--- config.mk ---
export PLATFORM = sky130hd
export DESIGN_NAME = fetch_unit
export DESIGN_NICKNAME = d
export VERILOG_FILES = /design/src/rtl/fetch_pkg.sv /design/src/rtl/fetch_addr_check.sv /design/src/rtl/fetch_unit.sv
export SDC_FILE = /design/constraint.sdc
export NUM_CORES = 1
export LEC_CHECK = 0
export ABC_AREA = 1
export CORE_MARGIN = 3
export CORE_UTILIZATION = 41
export CTS_CLUSTER_DIAMETER = 40
export DETAILED_ROUTE_END_ITERATION = 7
export PLACE_DENSITY = 0.8
export SYNTH_ARGS = -nofsm -noshare
export SYNTH_HDL_FRONTEND = slang
export SYNTH_SLANG_ARGS = --single-unit
--- constraint.sdc ---
create_clock -name clk -period 2.1 [get_ports clk]
set_input_delay 0.21 -clock clk [delete_from_list [all_inputs] [get_ports clk]]
set_output_delay 0.21 -clock clk [all_outputs]
set_load 0.02 [all_outputs]
--- src/rtl/fetch_pkg.sv ---
// Shared definitions for the instruction-fetch stage and its address checker.
package fetch_pkg;

  typedef enum logic [1:0] {
    StIdle,
    StFetch,
    StFault
  } fetch_state_e;

  localparam logic [31:0] ROM_BASE   = 32'h0040_0000;
  localparam logic [31:0] RAM_BASE   = 32'h1001_0000;
  localparam int unsigned WORD_BYTES = 4;

endpackage

--- src/rtl/fetch_addr_check.sv ---
// Combinational check of an address against the ROM window and word alignment.
// Written to be reused by a data-side address decoder as well.
module fetch_addr_check
  import fetch_pkg::*;
#(
  parameter int unsigned DATA_WIDTH   = 32,
  parameter int unsigned MEMORY_DEPTH = 32
) (
  input  logic [DATA_WIDTH-1:0] addr_i,
  output logic                  in_range_o,
  output logic                  misaligned_o
);

  localparam logic [DATA_WIDTH-1:0] RomBase  = DATA_WIDTH'(ROM_BASE);
  localparam logic [DATA_WIDTH:0]   RomBytes = (DATA_WIDTH+1)'(WORD_BYTES * MEMORY_DEPTH);

  logic [DATA_WIDTH-1:0] offset;

  // Offset is only meaningful once addr_i >= RomBase; the extra bit avoids overflow on the limit.
  assign offset       = addr_i - RomBase;
  assign in_range_o   = (addr_i >= RomBase) && ({1'b0, offset} < RomBytes);
  assign misaligned_o = (addr_i[1:0] != 2'b00);

endmodule

--- src/rtl/fetch_unit.sv ---
// Instruction-fetch stage: owns the PC, drives the ROM address, registers the fetched
// instruction and hands it to decode over a valid/ready handshake.
// Optional feature: define FETCH_COUNTERS_EN to build saturating fetch/stall counters;
// otherwise fetch_count_o and stall_count_o are tied to zero.
module fetch_unit
  import fetch_pkg::*;
#(
  parameter int unsigned           DATA_WIDTH   = 32,
  parameter int unsigned           MEMORY_DEPTH = 32,
  parameter logic [DATA_WIDTH-1:0] RESET_PC     = 32'h0040_0000
) (
  input  logic                  clk,
  input  logic                  reset,
  output logic [DATA_WIDTH-1:0] mem_address_o,
  input  logic [DATA_WIDTH-1:0] mem_instruction_i,
  input  logic                  redirect_i,
  input  logic [DATA_WIDTH-1:0] redirect_addr_i,
  input  logic                  id_ready_i,
  output logic                  if_valid_o,
  output logic [DATA_WIDTH-1:0] instr_o,
  output logic [DATA_WIDTH-1:0] pc_o,
  output logic [DATA_WIDTH-1:0] pc_plus4_o,
  output logic                  fault_o,
  output logic [31:0]           fetch_count_o,
  output logic [31:0]           stall_count_o
);

  localparam logic [DATA_WIDTH-1:0] WordStep = DATA_WIDTH'(WORD_BYTES);

  fetch_state_e          state_q, state_d;
  logic [DATA_WIDTH-1:0] pc_q, pc_d;
  logic                  valid_q, valid_d;
  logic [DATA_WIDTH-1:0] instr_q, instr_d;
  logic [DATA_WIDTH-1:0] pc_out_q, pc_out_d;
  logic [DATA_WIDTH-1:0] pc_plus4_q, pc_plus4_d;
  logic                  fault_q, fault_d;

  logic addr_in_range;
  logic addr_misaligned;
  logic fetch_ok;
  logic slot_free;

  fetch_addr_check #(
    .DATA_WIDTH  (DATA_WIDTH),
    .MEMORY_DEPTH(MEMORY_DEPTH)
  ) u_addr_check (
    .addr_i      (pc_q),
    .in_range_o  (addr_in_range),
    .misaligned_o(addr_misaligned)
  );

  assign fetch_ok      = addr_in_range && !addr_misaligned;
  assign slot_free     = !valid_q || id_ready_i;
  assign mem_address_o = pc_q;

  // Next-state: redirect beats everything; otherwise capture whenever the slot frees up.
  always_comb begin
    state_d    = state_q;
    pc_d       = pc_q;
    valid_d    = valid_q && !id_ready_i;  // a consume empties the slot unless refilled below
    instr_d    = instr_q;
    pc_out_d   = pc_out_q;
    pc_plus4_d = pc_plus4_q;
    fault_d    = fault_q;

    if (redirect_i) begin
      pc_d    = redirect_addr_i;
      valid_d = 1'b0;
      state_d = StFetch;
      fault_d = 1'b0;
    end else begin
      case (state_q)
        StIdle: begin
          state_d = StFetch;
        end
        StFetch: begin
          if (slot_free) begin
            if (fetch_ok) begin
              instr_d    = mem_instruction_i;
              pc_out_d   = pc_q;
              pc_plus4_d = pc_q + WordStep;
              valid_d    = 1'b1;
              pc_d       = pc_q + WordStep;
            end else begin
              state_d = StFault;
              fault_d = 1'b1;
            end
          end
        end
        StFault: begin
          fault_d = 1'b1;
        end
        default: begin
          state_d = StIdle;
        end
      endcase
    end
  end

  // State and registered outputs, synchronous reset.
  always_ff @(posedge clk) begin
    if (reset) begin
      state_q    <= StIdle;
      pc_q       <= RESET_PC;
      valid_q    <= 1'b0;
      instr_q    <= '0;
      pc_out_q   <= '0;
      pc_plus4_q <= WordStep;
      fault_q    <= 1'b0;
    end else begin
      state_q    <= state_d;
      pc_q       <= pc_d;
      valid_q    <= valid_d;
      instr_q    <= instr_d;
      pc_out_q   <= pc_out_d;
      pc_plus4_q <= pc_plus4_d;
      fault_q    <= fault_d;
    end
  end

  assign if_valid_o = valid_q;
  assign instr_o    = instr_q;
  assign pc_o       = pc_out_q;
  assign pc_plus4_o = pc_plus4_q;
  assign fault_o    = fault_q;

`ifdef FETCH_COUNTERS_EN
  logic [31:0] fetch_cnt_q;
  logic [31:0] stall_cnt_q;
  logic        consume;
  logic        stall;

  assign consume = valid_q && id_ready_i;
  assign stall   = valid_q && !id_ready_i;

  // Saturating counters; only reset clears them, redirect does not.
  always_ff @(posedge clk) begin
    if (reset) begin
      fetch_cnt_q <= '0;
      stall_cnt_q <= '0;
    end else begin
      if (consume && (fetch_cnt_q != 32'hFFFF_FFFF)) fetch_cnt_q <= fetch_cnt_q + 32'd1;
      if (stall && (stall_cnt_q != 32'hFFFF_FFFF))   stall_cnt_q <= stall_cnt_q + 32'd1;
    end
  end

  assign fetch_count_o = fetch_cnt_q;
  assign stall_count_o = stall_cnt_q;
`else
  assign fetch_count_o = '0;
  assign stall_count_o = '0;
`endif

endmodule

Yosys cells after proc, flatten, opt, wreduce, memory -nomap -nowiden
Index checks and enable logic that the tools add are counted.
- $add $sub $neg: 2
- bitwise gates (word level): 2
- order comparisons: 2
- eq/ne operators: 7
- muxes and demuxes: 14
- reduce and logical (&&, ||, !) cells: 19
- operator list (cell ; number):
    two-way mux 32 bit ; 4
    adder 32 x 3 -> 32 bit, second input constant ; 1
    >= comparator 32 x 23 -> 1 bit, second input constant ; 1
    < comparator 32 x 8 -> 1 bit, second input constant ; 1
    subtractor 32 x 23 -> 32 bit, second input constant ; 1
    AND reduction 3 bit ; 4
    nonzero test 2 bit ; 5
    two-way mux 1 bit ; 6
    inequality test 2 bit, second input constant ; 3
    inequality test 3 bit, second input constant ; 2
    one-hot mux 2 bit (3 select lines) ; 1
    two-way mux 2 bit ; 2
    AND reduction 4 bit ; 1
    logical AND 1 bit ; 3
    logical NOT 1 bit ; 3
    == test 2 x 1 -> 1 bit, second input constant ; 1
    == test 2 bit, second input constant ; 1
    logical NOT 2 bit ; 1
    NOT 1 bit ; 2
    one-hot mux 1 bit (2 select lines) ; 1
    OR reduction 2 bit ; 1
    logical OR 1 bit ; 1
- output and inout port bits: 194
- word-level logic and storage cells: 54
- register bits: 132

Longest topological paths before layout
Gate-level depths: netlist of run 1.
- depth after elaboration: 8
- mapped depth: 12
- mapped depth without buffers: 11

Hierarchy
A second synthesis of run 1 with hierarchy kept.
- cell total of the unflattened synthesis: 872
- area total of the unflattened synthesis: 6170.9 um2
- modules (own cells, without submodules) (module ; times used ; area an instance (um2) ; cells each ; seq. area each (um2)):
    fetch_unit ; 1 ; 6035.8 ; 840 ; 2602.5
    fetch_addr_check ; 1 ; 135.1 ; 32 ; 0.0

Worst setup path after synthesis of run 1
Ideal clock, no wire load.
- path type: flip-flop to flip-flop
- from: register pc_q[22], in the netlist mem_address_o[22]
- to: register pc_plus4_q[2], in the netlist pc_plus4_o[2]
- path slack: 0.411 ns
- clock period less this slack: 1.689 ns
- stages on the path, launching flop included: 12
- data required time: 1.970 ns
- arrival: 1.559 ns
- cells stage by stage: dfxtp_1 inv_1 nor2_1 nand3_1 inv_1 nand3_1 nor3_2 nand4_1 buf_2 buf_2 nand2_1 nand3_1
- word-level cells in the longest chain between the ends: 5
- elaborated cells between the ends (all ways): 6
- ends and longest elaborated chain (item ; line ; source):
    from (decl) ; fetch_unit.sv:31 ; logic [DATA_WIDTH-1:0] pc_q, pc_d;
    from (signal assigned) ; fetch_unit.sv:112 ; pc_q <= pc_d;
    subtractor 32 x 23 -> 32 bit ; fetch_addr_check.sv:20 ; assign offset = addr_i - RomBase;
    < comparator 32 x 8 -> 1 bit ; fetch_addr_check.sv:21 ; assign in_range_o = (addr_i >= RomBase) && ({1'b0, offset} < RomBytes);
    logical AND 1 bit (*) ; fetch_addr_check.sv:21 ;
    logical AND 1 bit (*) ; fetch_unit.sv:52 ; assign fetch_ok = addr_in_range && !addr_misaligned;
    AND reduction 4 bit (no line) (*) ; - ;
    to (signal assigned) ; fetch_unit.sv:108 ; pc_plus4_q <= WordStep;
    to (signal assigned) ; fetch_unit.sv:116 ; pc_plus4_q <= pc_plus4_d;
    to (decl) ; fetch_unit.sv:35 ; logic [DATA_WIDTH-1:0] pc_plus4_q, pc_plus4_d;
Mark *: on every way between the ends. The rest lies on a longest branch, timed or not.
A chain may end at the register's enable or synchronous reset.

Final worst setup path of run 1
- from: register pc_q[22], in the netlist mem_address_o[22]
- to: register instr_q[1], in the netlist instr_o[1]
- word-level cells in the longest chain between the ends: 5
- elaborated cells between the ends (all ways): 6
- ends and longest elaborated chain (item ; line ; source):
    subtractor 32 x 23 -> 32 bit ; fetch_addr_check.sv:20 ;
    < comparator 32 x 8 -> 1 bit ; fetch_addr_check.sv:21 ;
    logical AND 1 bit (*) ; fetch_addr_check.sv:21 ;
    logical AND 1 bit (*) ; fetch_unit.sv:52 ;
    AND reduction 4 bit (no line) (*) ; - ;
    to (signal assigned) ; fetch_unit.sv:114 ; instr_q <= instr_d;
    to (decl) ; fetch_unit.sv:33 ; logic [DATA_WIDTH-1:0] instr_q, instr_d;
Marks and branches as above.

==> results of run 1 <==
cell usage after synthesis:
master    instances
nand2_1         164
dfxtp_1         130
nor2_1          130
inv_1            77
nand3_1          72
buf_4            66
a21oi_1          36
clkbuf_1         18
buf_2            14
nand4_1           5
buf_1             4
o21ai_0           4
xor2_1            4
buf_6             3
a21boi_0          1
conb_1            1
ha_1              1
inv_2             1
nor3_1            1
nor3_2            1
o21bai_1          1
or2_1             1
what timing repair did:
| item | 4_1_cts | 5_1_grt |
|---|---|---|
| setup endpoints to repair | 0 | 1 |
| hold buffers | 0 | 0 |
| buffers inserted | 0 | 1 |
power groups by stage:
stage               registers (uW)  clock network (uW)  logic (uW)
finish                        2550                2500         553
global route                  2550                2700         600
floorplan                     2640                   0         352
CTS                           2550                2580         554
global placement              2600                   0         548
detailed placement            2600                   0         550
critical path, delay by kind of cell, from the launching register on:
kind / cells / cell delay [ns]
AND/OR/NAND/NOR: 7 / 0.81
buffers and inverters: 4 / 0.50
flip-flops: 1 / 0.39
through the flow:
step           utilization, %  cells
3_3_place_gp             56.7   1071
4_1_cts                  60.7   1102
3_5_place_dp             56.7   1071
5_1_grt                  60.7   1103
2_1_floorplan               -    798
6_report                 60.7   1103
metal layers:
| layer | vias to the layer above | wire length [um] | part of all wire [%] |
|---|---|---|---|
| met4 | 0 | 108 | 0.80 |
| met2 | 181 | 6320 | 47 |
| met1 | 2126 | 5730 | 43 |
| met5 | - | 0 | 0 |
| li1 | 2477 | - | - |
| met3 | 10 | 1310 | 9.7 |
worst min path at each step:
stage                               from             end  slack, ns  cells past startpoint
detailed placement        pc_plus4_o[12]  pc_plus4_o[12]       0.43                      2
floorplan           mem_instruction_i[0]      instr_o[0]       0.34                      2
finish                             reset   pc_plus4_o[8]       0.26                      2
global placement          pc_plus4_o[11]  pc_plus4_o[11]       0.43                      2
global route                       reset   pc_plus4_o[9]       0.27                      2
CTS                                reset   pc_plus4_o[9]       0.24                      2
state kept, by name, indices dropped and copies added (netlist names):
signal	cells
instr_o	32
mem_address_o	32
pc_o	32
pc_plus4_o	30
state_q	2
fault_o	1
if_valid_o	1
logic make-up after synthesis:
family / count (synthesis) / share of synthesized area [%]
adder cells (fa/ha/maj): 1 / 0.233
AND/OR/NAND/NOR: 374 / 28.3
AO/OA/AOI/OAI: 42 / 4.02
XOR/XNOR: 4 / 0.654
other: 1 / 0.0700
flip-flops: 130 / 48.6
buffers and inverters: 183 / 18.2
area by class of cell:
class	instances	area, um^2
clock buffer	20	437
clock inverter	11	66.3
fill	1125	5000
inverter	78	293
multi-input combinational	485	2020
sequential	130	2600
tap	172	215
timing repair buffer	207	2090
==> metrics.md, run 1 <==
| Metric | Value |
|---|---|
| Root buffer cell | clkbuf_16 |
| Maximum vdd ir drop | 0.637 mV |
| Hold Worst Slack | 0.258 ns |
| Area of the core | 12,700 um^2 |
| Mean Syn Cell Area | 7.29 um^2 |
| Reg power frac | 45.5% |
| N_diodes | 0 |
| Final setup vio count | 0 |
| YS warnings | 0 |
| Met1 Use GR | 21.9% |
| Met3 usage | 8.19% |
| DP Area | 7210 um^2 |
| Global-route wire length before repair | 21.7 mm |
| Wirelength per Cell | 12.2 um |
| Drc violations | 0 |
| Antenna violations before repair | 0 |
| Worst Setup SP | mem_address_o[22] |
| Final Instance Area | 7720 um^2 |
| Gate Count Post-Synth | 735 |
| Met2 global-route usage | 30.0% |
| Most common cell on crit path | nor2_1 |
| Critical-path top delay cell | dfxtp_1 |
| Setup slack after layout | 0.256 ns |
| Clock buffer depth | 2 |
| FP Rows | 41 |
| Worst path cell trace | inv_1 -> nor2_1 -> nand3_1 -> inv_1 -> nand3_1 -> nor3_2 -> nand4_1 -> buf_4 -> buf_12 -> nor2_1 -> nor2_1 |
| Sw Pwr | 1380 uW |
| F_max | 0.542 GHz |
| TritonCTS clock tree | done |
| Leak | 0.00359 uW |
| IO Pins | 262 |
| Port-buffer cells | 197 |
| Horiz. Die Dim | 120 um |
| Pre-CTS WS | 0.229 ns |
| Comb power frac | 9.9% |
| Gp weighted congestion | 0.784 |
| Critical path endpoint | instr_o[1] |
| FF-to-FF path depth | 11 |
| Commonest non-fill, non-tap cell in the layout | clkdlybuf4s50_1 |
| GRT busiest layer | met2 |
| Cts repair resizes | 0 |
| Top post-synthesis cells by area | dfxtp_1 49%, nand2_1 11%, buf_4 9.2% |
| Syn Std Cell Area | 5360 um^2 |
| HP Class | primary input to flop |
| Max Cap Viol | 0 |
| Most frequent cells in the layout | 196 x clkdlybuf4s50_1, 164 x nand2_1, 130 x nor2_1, 130 x dfxtp_1, 76 x inv_1 |
| Endpoint class of the critical path | flop |
| Relative slew slack | 65.6% |
| Total GRT Usage | 18.4% |
| Share of layout cells above drive strength 1 | 4.51% |
| Required time at the worst-slack endpoint | 2.40 ns |
| DRT antenna net count | 0 |
| Worst path max stage delay | 0.39 ns |
| Clk network pwr share | 44.6% |
| Slew @ Worst Pin | 0.515 ns |
| Vias in the first global route | 4,404 |
| Yosys reg bits | 130 |
| Critical setup path kind | flop to flop |
| P&R area growth vs syn | 44.1% |
| R2r setup slk | 0.26 ns |
| Total clock sinks | 130 |
| Power, Total | 5600 uW |
| RR Endpoint | instr_o[1] |
| Largest area contributor in the netlist | dfxtp_1 |
| Grt total ovfl | 0 |
| Worst-path clk slew | 0.05 ns |
| First-pass detailed-route iteration total | 6 |
| H-tree Lvls | 4 |
| Die Ht | 120 um |
| Switch share | 24.6% |
| FF-to-FF Start | mem_address_o[22] |
| Critical Path Start Type | flop |
| RSZ-0062 raised after global routing | false |
| Max FO, Critical Path | 44 |
| Num CTS Buffers | 17 |
| Die area | 14,500 um^2 |
| Initial DRC Count | 316 |
| Pin count of the biggest net entering global routing | 85 |
| Drt total wl | 13.5 mm |
| Status | complete, no violations |
| Clock Skew | 0.00869 ns |
| Crit path DAT | 2.15 ns |
| Synth unique cells | 22 |
| Pint | 4220 uW |
| Final worst path period share | 87.8% |
| Vias per cell | 4.35 |
| Clock Latency Late Sink | 0.41 ns |
| Power density cells | 725 nW/um^2 |
| # nets final | 988 |
| Hold Vio Cnt, Final | 0 |
| DP HPWL | 9.34 mm |
| Yosys top cell area share | 48.6% |
| Min Tclk post-route | 1.84 ns |
| Total number of vias | 4,794 |
| Setup TNS | 0 ns |
| Initial Utilization | 42.1% |
| Post-synthesis sequential area ratio | 48.6% |
| Max Transition Viols Final | 0 |
(Power assumes the default switching activity.)
==> inputs of run 2 (changes only) <==
--- a/config.mk
+++ b/config.mk
@@ -11,6 +11,7 @@
 export CTS_CLUSTER_DIAMETER = 40
 export DETAILED_ROUTE_END_ITERATION = 7
 export PLACE_DENSITY = 0.8
+export RECOVER_POWER = 50
 export SYNTH_ARGS = -nofsm -noshare
 export SYNTH_HDL_FRONTEND = slang
 export SYNTH_SLANG_ARGS = --single-unit
==> run 2 against run 1 <==
Utilization about the same; clock-buffer cell count unchanged; global-route usage unchanged; clock skew down 0.0012 ns; die area unchanged; via count up 0.44%; register-to-register slack about the same; power down 0.21%; routed wire length up 0.27%; highest routed layer unchanged; critical path depth unchanged; hold slack better by 0.0037 ns; clock power about the same; critical path type unchanged.
==> metrics.md, run 2 (synthesis gave the netlist of run 1 again) <==
| Metric | Value |
|---|---|
| Leak | 0.00399 uW (+11%) |
| Worst path bufs/invs | 4 (unchanged) |
| Placed Cells incl. Taps | 1,071 (unchanged) |
| Met3 WL | 1.28 mm (-2.0%) |
| H-tree Lvls | 4 (unchanged) |
| Power density cells | 723 nW/um^2 (-0.18%) |
| Vias in the first global route | 4,404 (unchanged) |
| Commonest non-fill, non-tap cell in the layout | nand2_1 |
| HP Class | primary input to flop |
| Crit path DAT | 2.14 ns (about the same) |
| Required time at the worst-slack endpoint | 2.40 ns (about the same) |
| Slew @ Worst Pin | 0.892 ns (+0.377 ns) |
| Area of the core | 12,700 um^2 (unchanged) |
| Initial Utilization | 42.1% (unchanged) |
| Max Cap Viol | 0 (unchanged) |
| TritonCTS clock tree | done |
| IO Pins | 262 (unchanged) |
| Antenna violations before repair | 0 (unchanged) |
| RSZ-0062 raised after global routing | false |
| Pin count of the biggest net entering global routing | 85 (unchanged) |
| Grt total ovfl | 0 (unchanged) |
| Wirelength per Cell | 12.2 um (+0.27%) |
| First-pass detailed-route iteration total | 5 (-1) |
| Horiz. Die Dim | 120 um (unchanged) |
| Drt total wl | 13.5 mm (+0.27%) |
| Wl on met1 | 5.75 mm (+0.33%) |
| DP HPWL | 9.34 mm (unchanged) |
| Total clock sinks | 130 (unchanged) |
| Final setup vio count | 0 (unchanged) |
| Maximum vdd ir drop | 0.635 mV (-0.32%) |
| Gp weighted congestion | 0.784 (unchanged) |
| Worst path cell trace | inv_1 -> nor2_1 -> nand3_1 -> inv_1 -> nand3_1 -> nor3_2 -> nand4_1 -> buf_4 -> buf_12 -> nor2_1 -> nor2_1 |
| Final worst path period share | 87.5% (-0.31 points) |
| DR top layer | met4 |
| N_diodes | 0 (unchanged) |
| Critical-path top delay cell | dfxtp_1 |
| Min Tclk post-route | 1.84 ns (-0.00653 ns) |
| Critical Path Start Type | flop |
| Total number of vias | 4,815 (+0.44%) |
| Top delay family on crit path | simple AND/OR/NAND/NOR gates |
| Initial DRC Count | 342 (+8.2%) |
| Hold Vio Cnt, Final | 0 (unchanged) |
| P&R area growth vs syn | 44.1% (about the same) |
| Critical setup path kind | flop to flop |
| FP Rows | 41 (unchanged) |
| Most frequent cells in the layout | 164 x nand2_1, 130 x nor2_1, 130 x dfxtp_1, 119 x dlygate4sd3_1 |
| Cts repair resizes | 0 (unchanged) |
| Share of layout cells above drive strength 1 | 4.40% (-0.11 points) |
| Port-buffer cells | 197 (unchanged) |
| Max Transition Viols Final | 0 (unchanged) |
| Status | complete, no violations |
| Global-route wire length before repair | 21.7 mm (unchanged) |
| Num CTS Buffers | 17 (unchanged) |
| Die Ht | 120 um (unchanged) |
| Root buffer cell | clkbuf_16 |
| Clock Latency Late Sink | 0.41 ns (about the same) |
| Die area | 14,500 um^2 (unchanged) |
| Total GRT Usage | 18.4% (unchanged) |
| Met2 wire len | 6.35 mm (+0.43%) |
| Worst path max stage delay | 0.39 ns (about the same) |
| Max FO, Critical Path | 44 (unchanged) |
| Endpoint class of the critical path | flop |
| Clock Skew | 0.00750 ns (-0.00119 ns) |
| Setup TNS | 0 ns (unchanged) |
| Worst-path clk slew | 0.05 ns (about the same) |
| Vias per cell | 4.37 (+0.44%) |
| Most common cell on crit path | nor2_1 |
| Relative slew slack | 40.5% (-25 points) |
| DRT antenna net count | 0 (unchanged) |
| Clock buffer depth | 2 (unchanged) |
| # nets final | 988 (unchanged) |
| F_max | 0.544 GHz (+0.36%) |
| Drc violations | 0 (unchanged) |
| Post-route insts no fill | 1,103 (unchanged) |
-- run 2: worst paths after layout --
| kind | slack, ns | endpoint | cells past startpoint | from |
|---|---|---|---|---|
| hold reg to reg | 0.43 | pc_plus4_o[21] | 2 | pc_plus4_o[21] |
| setup reg to reg | 0.26 | instr_o[1] | 11 | mem_address_o[22] |
| hold / removal | 0.26 | pc_plus4_o[14] | 2 | reset |
| setup / recovery | 0.26 | instr_o[1] | 11 | mem_address_o[22] |
-- run 2: through the flow --
step / power (uW) / hold slack, ns / worst slack [ns] / util [%] / area (um^2)
floorplan: 2990 / 0.345 / 0.411 / - / 5600
global placement: 3150 / 0.426 / 0.239 / 56.7 / 7210
detailed placement: 3150 / 0.428 / 0.229 / 56.7 / 7210
CTS: 5680 / 0.241 / 0.187 / 60.7 / 7720
global route: 5840 / 0.270 / 0.0610 / 60.7 / 7720
finish: 5590 / 0.262 / 0.263 / 60.7 / 7720
-- run 2: where the power goes --
group / leakage, uW / switching [uW] / internal (uW) / total [uW]
Sequential: 0.00105 / 38.1 / 2510 / 2550
Combinational: 0.00269 / 323 / 221 / 544
Clock: 0.000245 / 1010 / 1480 / 2500
Total: 0.00399 / 1370 / 4210 / 5590
-- run 2: routing by layer --
metal	vias to the layer above	track usage, %
met1	2132	21.9
met5	-	0
met2	190	30.0
li1	2478	-
met3	15	8.19
met4	0	5.81
-- run 2: what timing repair did --
action,4_1_cts,5_1_grt
setup endpoints to repair,0,1
hold buffers,0,0
buffers inserted,0,1
-- run 2: layout make-up --
| class | instances | area [um^2] |
|---|---|---|
| flip-flops and latches | 130 | 2600 |
| clock buffers | 20 | 437 |
| repair buffers | 207 | 2090 |
| multi-input cells | 485 | 2020 |
| fillers | 1126 | 5000 |
| clock inverters | 11 | 66.3 |
| well taps | 172 | 215 |
| inverters | 78 | 293 |
==> inputs of run 3 (changes only) <==
--- a/config.mk
+++ b/config.mk
@@ -6,7 +6,7 @@
 export NUM_CORES = 1
 export LEC_CHECK = 0
 export ABC_AREA = 1
-export CORE_MARGIN = 3
+export CORE_MARGIN = 1
 export CORE_UTILIZATION = 41
 export CTS_CLUSTER_DIAMETER = 40
 export DETAILED_ROUTE_END_ITERATION = 7
==> run 3 against run 2 <==
Register-to-register slack got worse by 0.07 ns; global-route usage increased by 0.29 points; power increased by 6.0%; sequential power about the same; clock skew decreased by 0.00060 ns; critical endpoint is now instr_o[0]; largest cell class unchanged.
==> metrics.md, run 3 (synthesis gave the netlist of run 1 again) <==
| Metric | Value |
|---|---|
| HP Class | primary input to flop |
| Multi-input logic area | 2020 um^2 (unchanged) |
| FP Rows | 41 (unchanged) |
| Area of the core | 12,700 um^2 (-0.40%) |
| Final Instance Area | 7790 um^2 (+0.83%) |
| FF-to-FF path depth | 10 (-1) |
| Status | complete, no violations |
| Slew @ Worst Pin | 0.884 ns (-0.00841 ns) |
| Pin count of the biggest net entering global routing | 129 (+52%) |
| Drt total wl | 13.3 mm (-1.7%) |
| Total GRT Usage | 18.7% (+0.29 points) |
| Setup TNS | 0 ns (unchanged) |
| Share of layout cells above drive strength 1 | 4.62% (+0.22 points) |
| Worst-path clk slew | 0.06 ns (about the same) |
| TritonCTS clock tree | done |
| Maximum vdd ir drop | 0.624 mV (-1.8%) |
| Filler cell count | 1,157 (+2.8%) |
| Total clock sinks | 130 (unchanged) |
| Leak | 0.00402 uW (+0.78%) |
| Power density cells | 761 nW/um^2 (+5.1%) |
| DRT antenna net count | 0 (unchanged) |
| Wirelength per Cell | 12.0 um (-1.6%) |
| R2r setup slk | 0.20 ns (-0.07 ns) |
| N_diodes | 0 (unchanged) |
| Global-route wire length before repair | 19.6 mm (-9.5%) |
| Clock Latency Late Sink | 0.41 ns (about the same) |
| WHS Endpoint | pc_plus4_o[15] |
| Gp weighted congestion | 0.789 (+0.65%) |
| Relative slew slack | 41.1% (+0.56 points) |
| Storage cell area | 2600 um^2 (about the same) |
| RSZ-0062 raised after global routing | false |
| Comb power frac | 9.1% (-0.6 points) |
| Min Tclk post-route | 1.90 ns (+0.0661 ns) |
| Commonest non-fill, non-tap cell in the layout | nand2_1 |
| Root buffer cell | clkbuf_16 |
| Final worst path period share | 90.6% (+3.1 points) |
| Vias in the first global route | 4,133 (-6.2%) |
| Worst Setup SP | mem_address_o[23] |
| Clk network pwr share | 47.9% (+3.2 points) |
| Switch share | 24.5% (-0.074 points) |
| IO Pins | 262 (unchanged) |
| Grt total ovfl | 0 (unchanged) |
| Critical setup path kind | flop to flop |
| RR Endpoint | instr_o[0] |
| Port-buffer cells | 197 (unchanged) |
| Antenna violations before repair | 0 (unchanged) |
| Hold Vio Cnt, Final | 0 (unchanged) |
| Hold path cells | 2 (unchanged) |
| H-tree Lvls | 4 (unchanged) |
| Pint | 4470 uW (+6.1%) |
| Max Cap Viol | 0 (unchanged) |
| DP HPWL | 8.67 mm (-7.2%) |
| Vias per cell | 4.36 (-0.18%) |
| Final setup vio count | 0 (unchanged) |
| Die area | 13,500 um^2 (-6.5%) |
| Most frequent cells in the layout | 164 x nand2_1, 130 x nor2_1, 129 x dfxtp_1, 125 x dlygate4sd3_1, 76 x inv_1 |
| Die Ht | 116 um (-3.3%) |
| Total number of vias | 4,802 (-0.27%) |
| FF-to-FF Start | mem_address_o[23] |
| # nets final | 987 (-0.10%) |
| Initial DRC Count | 276 (-19%) |
| Horiz. Die Dim | 116 um (-3.3%) |
| F_max | 0.525 GHz (-3.5%) |
| First-pass detailed-route iteration total | 4 (-1) |
| Required time at the worst-slack endpoint | 2.41 ns (about the same) |
| Max FO, Critical Path | 64 (+45%) |
| Endpoint class of the critical path | flop |
| Crit path DAT | 2.21 ns (+0.07 ns) |
| Hold Path Origin | reset |
| Clock Skew | 0.00690 ns (-0.000604 ns) |
| DP Area | 7180 um^2 (-0.49%) |
| Sw Pwr | 1450 uW (+5.7%) |
| P&R area growth vs syn | 45.3% |
| Num CTS Buffers | 17 (unchanged) |
| Max Transition Viols Final | 0 (unchanged) |
| Initial Utilization | 42.3% (+0.17 points) |
| Drc violations | 0 (unchanged) |
| Critical Path Start Type | flop |
| Clock buffer depth | 2 (unchanged) |
| CTS Hold Buffers Added | 0 (unchanged) |
| Reg power frac | 43.0% (-2.6 points) |
## run 3: critical path: stages, from the launching register on
cell     delay [ns]
dfxtp_1        0.35
nor2_1         0.10
nand2_1        0.06
nor2_1         0.18
nand3_1        0.13
nor3_2         0.16
nand4_1        0.18
buf_4          0.20
buf_8          0.23
nor2_1         0.14
nor2_1         0.05
## run 3: layout make-up
type	instances	share of cell area, %
Timing Repair Buffer	206	26.8
Clock inverter	12	1.75
Tap cell	172	2.76
Sequential cell	130	33.4
Multi-Input combinational cell	485	25.9
Clock buffer	19	5.56
Inverter	78	3.76
## run 3: how the worst max path moves through the flow
stage	end	slack, ns
2_1_floorplan	pc_plus4_o[2]	0.41
3_3_place_gp	instr_o[7]	0.29
3_5_place_dp	instr_o[8]	0.25
4_1_cts	instr_o[8]	0.24
5_1_grt	instr_o[0]	0.03
6_report	instr_o[0]	0.20
## run 3: metal layers
layer | GRT usage, % | wire [um]
met1 | 21.6 | 5690
met2 | 30.4 | 6140
met3 | 7.73 | 1280
met4 | 8.21 | 168
met5 | 0 | 0
## run 3: power by group through the flow
stage / Sequential [uW] / Combinational (uW) / Clock [uW]
final: 2550 / 539 / 2840
after CTS: 2550 / 553 / 2890
after detailed placement: 2600 / 549 / 0
after floorplan: 2640 / 352 / 0
after global placement: 2600 / 546 / 0
after global routing: 2550 / 594 / 3010
## run 3: through the flow
stage / cells / hold WS [ns] / setup slack, ns / total power, uW / util [%]
5_1_grt: 1102 / 0.224 / 0.0253 / 6160 / 61.4
3_5_place_dp: 1068 / 0.428 / 0.254 / 3150 / 56.7
2_1_floorplan: 798 / 0.345 / 0.411 / 2990 / -
3_3_place_gp: 1068 / 0.425 / 0.289 / 3150 / 56.7
4_1_cts: 1099 / 0.205 / 0.238 / 5990 / 61.2
6_report: 1102 / 0.212 / 0.197 / 5920 / 61.4
## run 3: what timing repair did
item,in CTS,in global routing
gates resized for setup,0,5
endpoints found under the setup margin,0,2
buffers inserted,0,1
hold endpoints to repair,0,0
